File: src/rtl/irrigation_pkg.sv
// irrigation_pkg: shared FSM state type, default phase lengths and level-fault decode
package irrigation_pkg;
  typedef enum logic [2:0] {IDLE, SPRINKLE, DRIP, COOLDOWN, ALARM} state_t;
  localparam int DEF_CNT_W = 16;
  localparam int DEF_DEB_CYCLES = 4;
  localparam int DEF_SPRINKLE_CYCLES = 1000;
  localparam int DEF_DRIP_CYCLES = 3000;
  localparam int DEF_COOLDOWN_CYCLES = 500;
  localparam int DEF_DISPLAY_CYCLES = 200;
  // A wet higher sensor above a dry lower one cannot be physical water.
  function automatic logic level_fault(input logic h, input logic m, input logic l);
    return (h & ~m) | (m & ~l);
  endfunction
endpackage

File: src/rtl/irrigation_scheduler_debounce.sv
// sensor_debounce: 2-flop synchronizer plus hold-time filter for one sensor bit
module sensor_debounce #(
  parameter int DEB_CYCLES = 4
) (
  input  logic clk,
  input  logic rst,
  input  logic din,
  output logic dout
);
  localparam int CW = $clog2(DEB_CYCLES) + 1;
  logic s1, s2;
  logic [CW-1:0] cnt;
  always_ff @(posedge clk)
    if (rst) begin
      s1 <= 1'b0;
      s2 <= 1'b0;
      cnt <= '0;
      dout <= 1'b0;
    end else begin
      s1 <= din;
      s2 <= s1;
      if (s2 == dout) cnt <= '0;
      else if (cnt == CW'(DEB_CYCLES - 1)) begin
        dout <= s2;
        cnt <= '0;
      end else cnt <= cnt + 1'b1;
    end
endmodule

File: src/rtl/irrigation_scheduler.sv
// irrigation_scheduler: valve sequencing, inlet hysteresis, level alarm and display select
module irrigation_scheduler
  import irrigation_pkg::*;
#(
  parameter int CNT_W = DEF_CNT_W,
  parameter int DEB_CYCLES = DEF_DEB_CYCLES,
  parameter int SPRINKLE_CYCLES = DEF_SPRINKLE_CYCLES,
  parameter int DRIP_CYCLES = DEF_DRIP_CYCLES,
  parameter int COOLDOWN_CYCLES = DEF_COOLDOWN_CYCLES,
  parameter int DISPLAY_CYCLES = DEF_DISPLAY_CYCLES
) (
  input  logic clk,
  input  logic rst,
  input  logic h,
  input  logic m,
  input  logic l,
  input  logic us,
  input  logic ua,
  input  logic t,
  output logic ve,
  output logic asp,
  output logic got,
  output logic alarme,
  output logic selector,
  output logic busy
);
  localparam int DW = $clog2(DISPLAY_CYCLES) + 1;
  logic [5:0] raw, deb;
  logic h_d, m_d, l_d, us_d, ua_d, t_d, fault;
  state_t state, next;
  logic [CNT_W-1:0] timer, timer_nxt;
  logic [DW-1:0] dcnt;
  assign raw = {h, m, l, us, ua, t};
  for (genvar i = 0; i < 6; i++) begin : g_deb
    sensor_debounce #(.DEB_CYCLES(DEB_CYCLES)) u_deb (
      .clk(clk),
      .rst(rst),
      .din(raw[i]),
      .dout(deb[i])
    );
  end
  assign {h_d, m_d, l_d, us_d, ua_d, t_d} = deb;
  assign fault = level_fault(h_d, m_d, l_d);
  always_ff @(posedge clk)
    if (rst) begin
      state <= IDLE;
      timer <= '0;
    end else begin
      state <= next;
      timer <= timer_nxt;
    end
  always_comb begin
    next = state;
    case (state)
      IDLE:     if (~us_d & l_d) next = (t_d | ~ua_d | ~m_d) ? DRIP : SPRINKLE;
      SPRINKLE: if (timer == '0 || us_d || ~m_d) next = COOLDOWN;
      DRIP:     if (timer == '0 || us_d || ~l_d) next = COOLDOWN;
      COOLDOWN: if (timer == '0) next = IDLE;
      ALARM:    if (~alarme) next = COOLDOWN;
      default:  next = IDLE;
    endcase
    if (fault) next = ALARM;
    // Every phase entry reloads the shared timer; otherwise it counts down to 0.
    timer_nxt = (next != state) ?
                ((next == SPRINKLE) ? CNT_W'(SPRINKLE_CYCLES - 1) :
                 (next == DRIP)     ? CNT_W'(DRIP_CYCLES - 1) :
                 (next == COOLDOWN) ? CNT_W'(COOLDOWN_CYCLES - 1) : '0) :
                (timer == '0) ? '0 : timer - 1'b1;
  end
  always_ff @(posedge clk)
    if (rst) begin
      asp <= 1'b0;
      got <= 1'b0;
      busy <= 1'b0;
    end else begin
      asp <= next == SPRINKLE;
      got <= next == DRIP;
      busy <= next inside {SPRINKLE, DRIP, COOLDOWN};
    end
  always_ff @(posedge clk)
    if (rst) begin
      ve <= 1'b0;
      alarme <= 1'b0;
    end else begin
      alarme <= fault;
      ve <= (next == ALARM || fault || h_d) ? 1'b0 : (~m_d ? 1'b1 : ve);
    end
  // Display view alternates freely, pinned to the level view during a fault.
  always_ff @(posedge clk)
    if (rst) begin
      selector <= 1'b0;
      dcnt <= '0;
    end else if (fault) begin
      selector <= 1'b1;
      dcnt <= '0;
    end else if (dcnt == DW'(DISPLAY_CYCLES - 1)) begin
      selector <= ~selector;
      dcnt <= '0;
    end else dcnt <= dcnt + 1'b1;
endmodule
File: config.mk
export PLATFORM = sky130hd
export DESIGN_NAME = irrigation_scheduler
export DESIGN_NICKNAME = d
export VERILOG_FILES = /design/src/rtl/irrigation_pkg.sv /design/src/rtl/irrigation_scheduler_debounce.sv /design/src/rtl/irrigation_scheduler.sv
export SDC_FILE = /design/constraint.sdc
export NUM_CORES = 1
export LEC_CHECK = 0
export ABC_AREA = 1
export BUFFER_PORTS_ARGS = -buffer_cell sky130_fd_sc_hd__buf_2
export CAP_MARGIN = 15
export CORE_UTILIZATION = 65
export CTS_CLUSTER_SIZE = 20
export DETAILED_ROUTE_END_ITERATION = 8
export HOLD_SLACK_MARGIN = 0.15
export PLACE_DENSITY = 0.84
export SYNTH_ARGS = -nofsm -noshare
export SYNTH_HDL_FRONTEND = slang
export SYNTH_HIERARCHICAL = 1
export SYNTH_SLANG_ARGS = --single-unit
File: constraint.sdc
create_clock -name clk -period 4.35 [get_ports clk]
set_input_delay 0.2175 -clock clk [delete_from_list [all_inputs] [get_ports clk]]
set_output_delay 0.2175 -clock clk [all_outputs]
set_load 0.1 [all_outputs]
==> impl_summary.log <==
INFO  metric drt_wl_total = just over 5000 µm
INFO  metric fraction_of_final_layout_cells_sized_beyond_drive_strength_1 = 0.164
INFO  metric net_count_of_the_mapped_netlist = 428
INFO  metric grt_first_pass_wirelength = 8970 µm
INFO  metric maxSlewHeadroom = 0.495
INFO  metric cellPowerDensity = 602 nW/µm²
INFO  metric cap_violations = 0
INFO  metric cts.htree.levels = 3
INFO  metric route.detailed.wl_per_inst = approximately 11 µm
INFO  metric antenna_violating_nets_post_route = 0
INFO  metric worstPathArrival = about 2.2 ns
INFO  metric io-pin-count = 14
INFO  metric finalSetupViolCount = 0
INFO  metric edff_count_synth = 0
INFO  metric critical_register_to_register_path_startpoint = timer[0]
INFO  metric final_hold_fails = 0
INFO  metric number_of_slew_limit_violations_in_the_final_report = 0
INFO  metric number_of_cts_inserted_buffers = 9
INFO  metric place.detailed.hpwl = about 3700 µm
INFO  metric grt_util_all_layers = 0.233
INFO  metric grt_setup_unrepaired = no
INFO  metric outcome = completed
INFO  metric cts-resized-gates = 0
INFO  metric detail_route.iter0.violations = roughly 110
INFO  metric standard_cell_core_area = 4500 µm²
INFO  metric grt_antenna_before_repair = 0
INFO  metric gp_routability_congestion = about 0.85
INFO  metric report.power.total = ~0.0021 W
INFO  metric row_count = 24
INFO  metric share_of_the_core_filled_with_cells = 0.779
INFO  metric syn_area = 3150 µm²
INFO  metric ys_types = 31
INFO  metric buffer_ports.inserted = 13
INFO  metric postSynthAreaPerCell = roughly 7.8 µm²
INFO  metric worstSetupPathType = flop to flop
INFO  metric min_period_over_period = 0.466
INFO  metric timing_worst_slew_pin_value = around 0.76 ns
INFO  metric clkTransAtPathRegs = ~0.08 ns
INFO  metric timing.critical_path.cells = inv_1 > ha_1 > nand2_1 > nor2_2 > nand2_4 > nand2_2 > nand2_2 > nor2_2 > nand2_1 > nand2_2 > nand2_2 > nand2_4 > nand3_4 > nand2_1 > a21oi_1
INFO  metric finalNetCount = about 460
INFO  metric initial_core_utilization = 0.698
INFO  metric worst_path_depth = 15
INFO  metric synth_warnings = 6
INFO  metric synth-main-ff-cell = sky130_fd_sc_hd__dfxtp_1
INFO  metric tritoncts = done
INFO  metric first_global_vias = around 2,200
INFO  metric drt_first_pass_iters = 4
INFO  metric grt_start_max_net_pins = 42
INFO  metric hold_end = g_deb[4].u_deb/s2
INFO  metric die_area = around 5100 µm²
INFO  metric hold-path-cell-count = 2
INFO  metric num_vias = approximately 2,400
INFO  metric critPathRequiredTime = around 4.6 ns
INFO  metric critical-path-max-stage-delay = about 0.33 ns
INFO  metric post_synthesis_sequential_area_ratio = 0.446
INFO  metric post-route-drc-count = 0
INFO  metric hp-start = g_deb[4].u_deb/s1
INFO  metric insertion_delay = ~0.35 ns
INFO  metric min_path_type = flop to flop
INFO  metric fin_hold_ws = 0.402 ns
INFO  metric ys_async_sr_fraction = 0
INFO  metric finish.cell_count_without_fillers = slightly below 500
INFO  metric crit_slowest_cell = sky130_fd_sc_hd__dfxtp_1
INFO  metric worst_ir_drop_vdd = ~320 µV
INFO  metric timing.reg2reg.worst_path_depth = 15
INFO  metric synth_seq_cells = 70
INFO  metric critPathLaunch = timer[0]
INFO  metric clock_skew = roughly 0.0084 ns
INFO  metric cts_root_buf = sky130_fd_sc_hd__clkbuf_8
INFO  metric layout_common_cells = sky130_fd_sc_hd__nor2_1 (83), sky130_fd_sc_hd__inv_1 (74), sky130_fd_sc_hd__dfxtp_1 (70)
INFO  metric path_buf_inv = 1
INFO  metric post-place-cells = 468
INFO  metric timing.reg2reg.setup_slack = 2.32 ns
INFO  metric tritoncts_num_sinks = 70
INFO  metric vias_cell = 4.94
INFO  metric die_h = 71.6 µm
INFO  metric final_common_cell = sky130_fd_sc_hd__nor2_1
INFO  metric power.static_leakage = 1.62 nW
INFO  metric cp-start-kind = flop
INFO  metric cts-root-to-sink-buffers = 2
INFO  metric overflow = 0
INFO  metric path_max_fanout = 8
INFO  metric totalNegativeSetupSlack = 0 ns
INFO  metric min_period = approximately 2.0 ns
INFO  metric critPathMostFrequentCell = sky130_fd_sc_hd__nand2_2
INFO  metric die_x = around 70 µm
INFO  metric area_delta_synth_final = 11.6%
INFO  metric worstReg2RegEnd = timer[7]
INFO  metric antenna_cells_inserted = 0
INFO  metric maxClockFrequency = between 0.4 and 0.5 GHz
INFO  metric cp_top_family = simple AND/OR/NAND/NOR gates
INFO  metric endpoint_kind = flop
INFO  metric postSynthCellCount = about 400
[kinds of logic after synthesis]
logic type / count (synthesis) / synth area share
and+or+nand+nor: 200 / 0.313
buffers and inverters: 80 / 0.0959
DFF: 70 / 0.446
AOI/OAI and AO/OA: 25 / 0.0438
xor gates and xnor gates: 15 / 0.0418
adders and majority gates: 15 / 0.0597
[cells in the mapped netlist (8+ instances only)]
master	instances	share of area
sky130_fd_sc_hd__nand4_1	9	0.018
sky130_fd_sc_hd__xnor2_1	8	0.022
sky130_fd_sc_hd__nand3_1	12	0.019
sky130_fd_sc_hd__dfxtp_1	70	0.45
sky130_fd_sc_hd__nor2_2	17	0.034
sky130_fd_sc_hd__nor3_1	13	0.021
sky130_fd_sc_hd__nand2_1	41	0.049
sky130_fd_sc_hd__inv_1	74	0.088
sky130_fd_sc_hd__nor2_1	83	0.099
sky130_fd_sc_hd__ha_1	15	0.060
sky130_fd_sc_hd__a21oi_1	12	0.019
[state kept, by name, indices dropped and copies added, names as in the netlist]
| register | count |
|---|---|
| g_deb.u_deb/cnt | 18 |
| timer | 16 |
| dcnt | 9 |
| g_deb.u_deb/dout | 6 |
| g_deb.u_deb/s1 | 6 |
| g_deb.u_deb/s2 | 6 |
| state | 3 |
| alarme | 1 |
| asp | 1 |
| busy | 1 |
| got | 1 |
| selector | 1 |
| ve | 1 |
[power breakdown]
group	internal [W]	switching (W)	leakage [nW]	total, W
Sequential	0.000725	0.0000618	0.571	0.000787
Clock	0.000227	0.000248	0.0866	0.000476
Combinational	0.000296	0.000554	0.958	0.000850
[metrics by stage]
step                cell area, µm²  worst slack, ns
finish                        3510             2.32
floorplan                     3150             2.29
global route                  3510             2.16
CTS                           3510             2.32
detailed placement            3270             2.35
global placement              3270             2.46
[final cells by class]
cell class	count	area, µm²
repair buffers	19	125
inverters	78	294
clock inverters	5	41.3
well taps	52	65.1
multi-input cells	255	1440
flip-flops and latches	70	1400
fillers	328	993
clock buffers	11	141
[what timing repair did]
action,4_1_cts,5_1_grt
setup buffers,0,0
hold endpoints to repair,6,0
endpoints found under the setup margin,0,0
hold buffers,6,0
[how the worst max path moves through the flow]
stage and endpoint:
6_report timer[7], 5_1_grt timer[10], 4_1_cts timer[10], 3_5_place_dp timer[8], 3_3_place_gp timer[1], 2_1_floorplan timer[10]
[metal layers]
layer  global-route usage  share of wire
met1                0.256           0.45
met2                0.401           0.48
met5                    0              0
met4               0.0850          0.017
met3                0.101          0.048
[worst register-to-register path, stage by stage (launching register included)]
cell	delay, ns
sky130_fd_sc_hd__dfxtp_1	0.33
sky130_fd_sc_hd__inv_1	0.12
sky130_fd_sc_hd__ha_1	0.16
sky130_fd_sc_hd__nand2_1	0.06
sky130_fd_sc_hd__nor2_2	0.15
sky130_fd_sc_hd__nand2_4	0.10
sky130_fd_sc_hd__nand2_2	0.07
sky130_fd_sc_hd__nand2_2	0.06
sky130_fd_sc_hd__nor2_2	0.08
sky130_fd_sc_hd__nand2_1	0.08
sky130_fd_sc_hd__nand2_2	0.11
sky130_fd_sc_hd__nand2_2	0.08
sky130_fd_sc_hd__nand2_4	0.11
sky130_fd_sc_hd__nand3_4	0.11
sky130_fd_sc_hd__nand2_1	0.17
sky130_fd_sc_hd__a21oi_1	0.08
No activity file was read; power rests on OpenSTA's default activity.
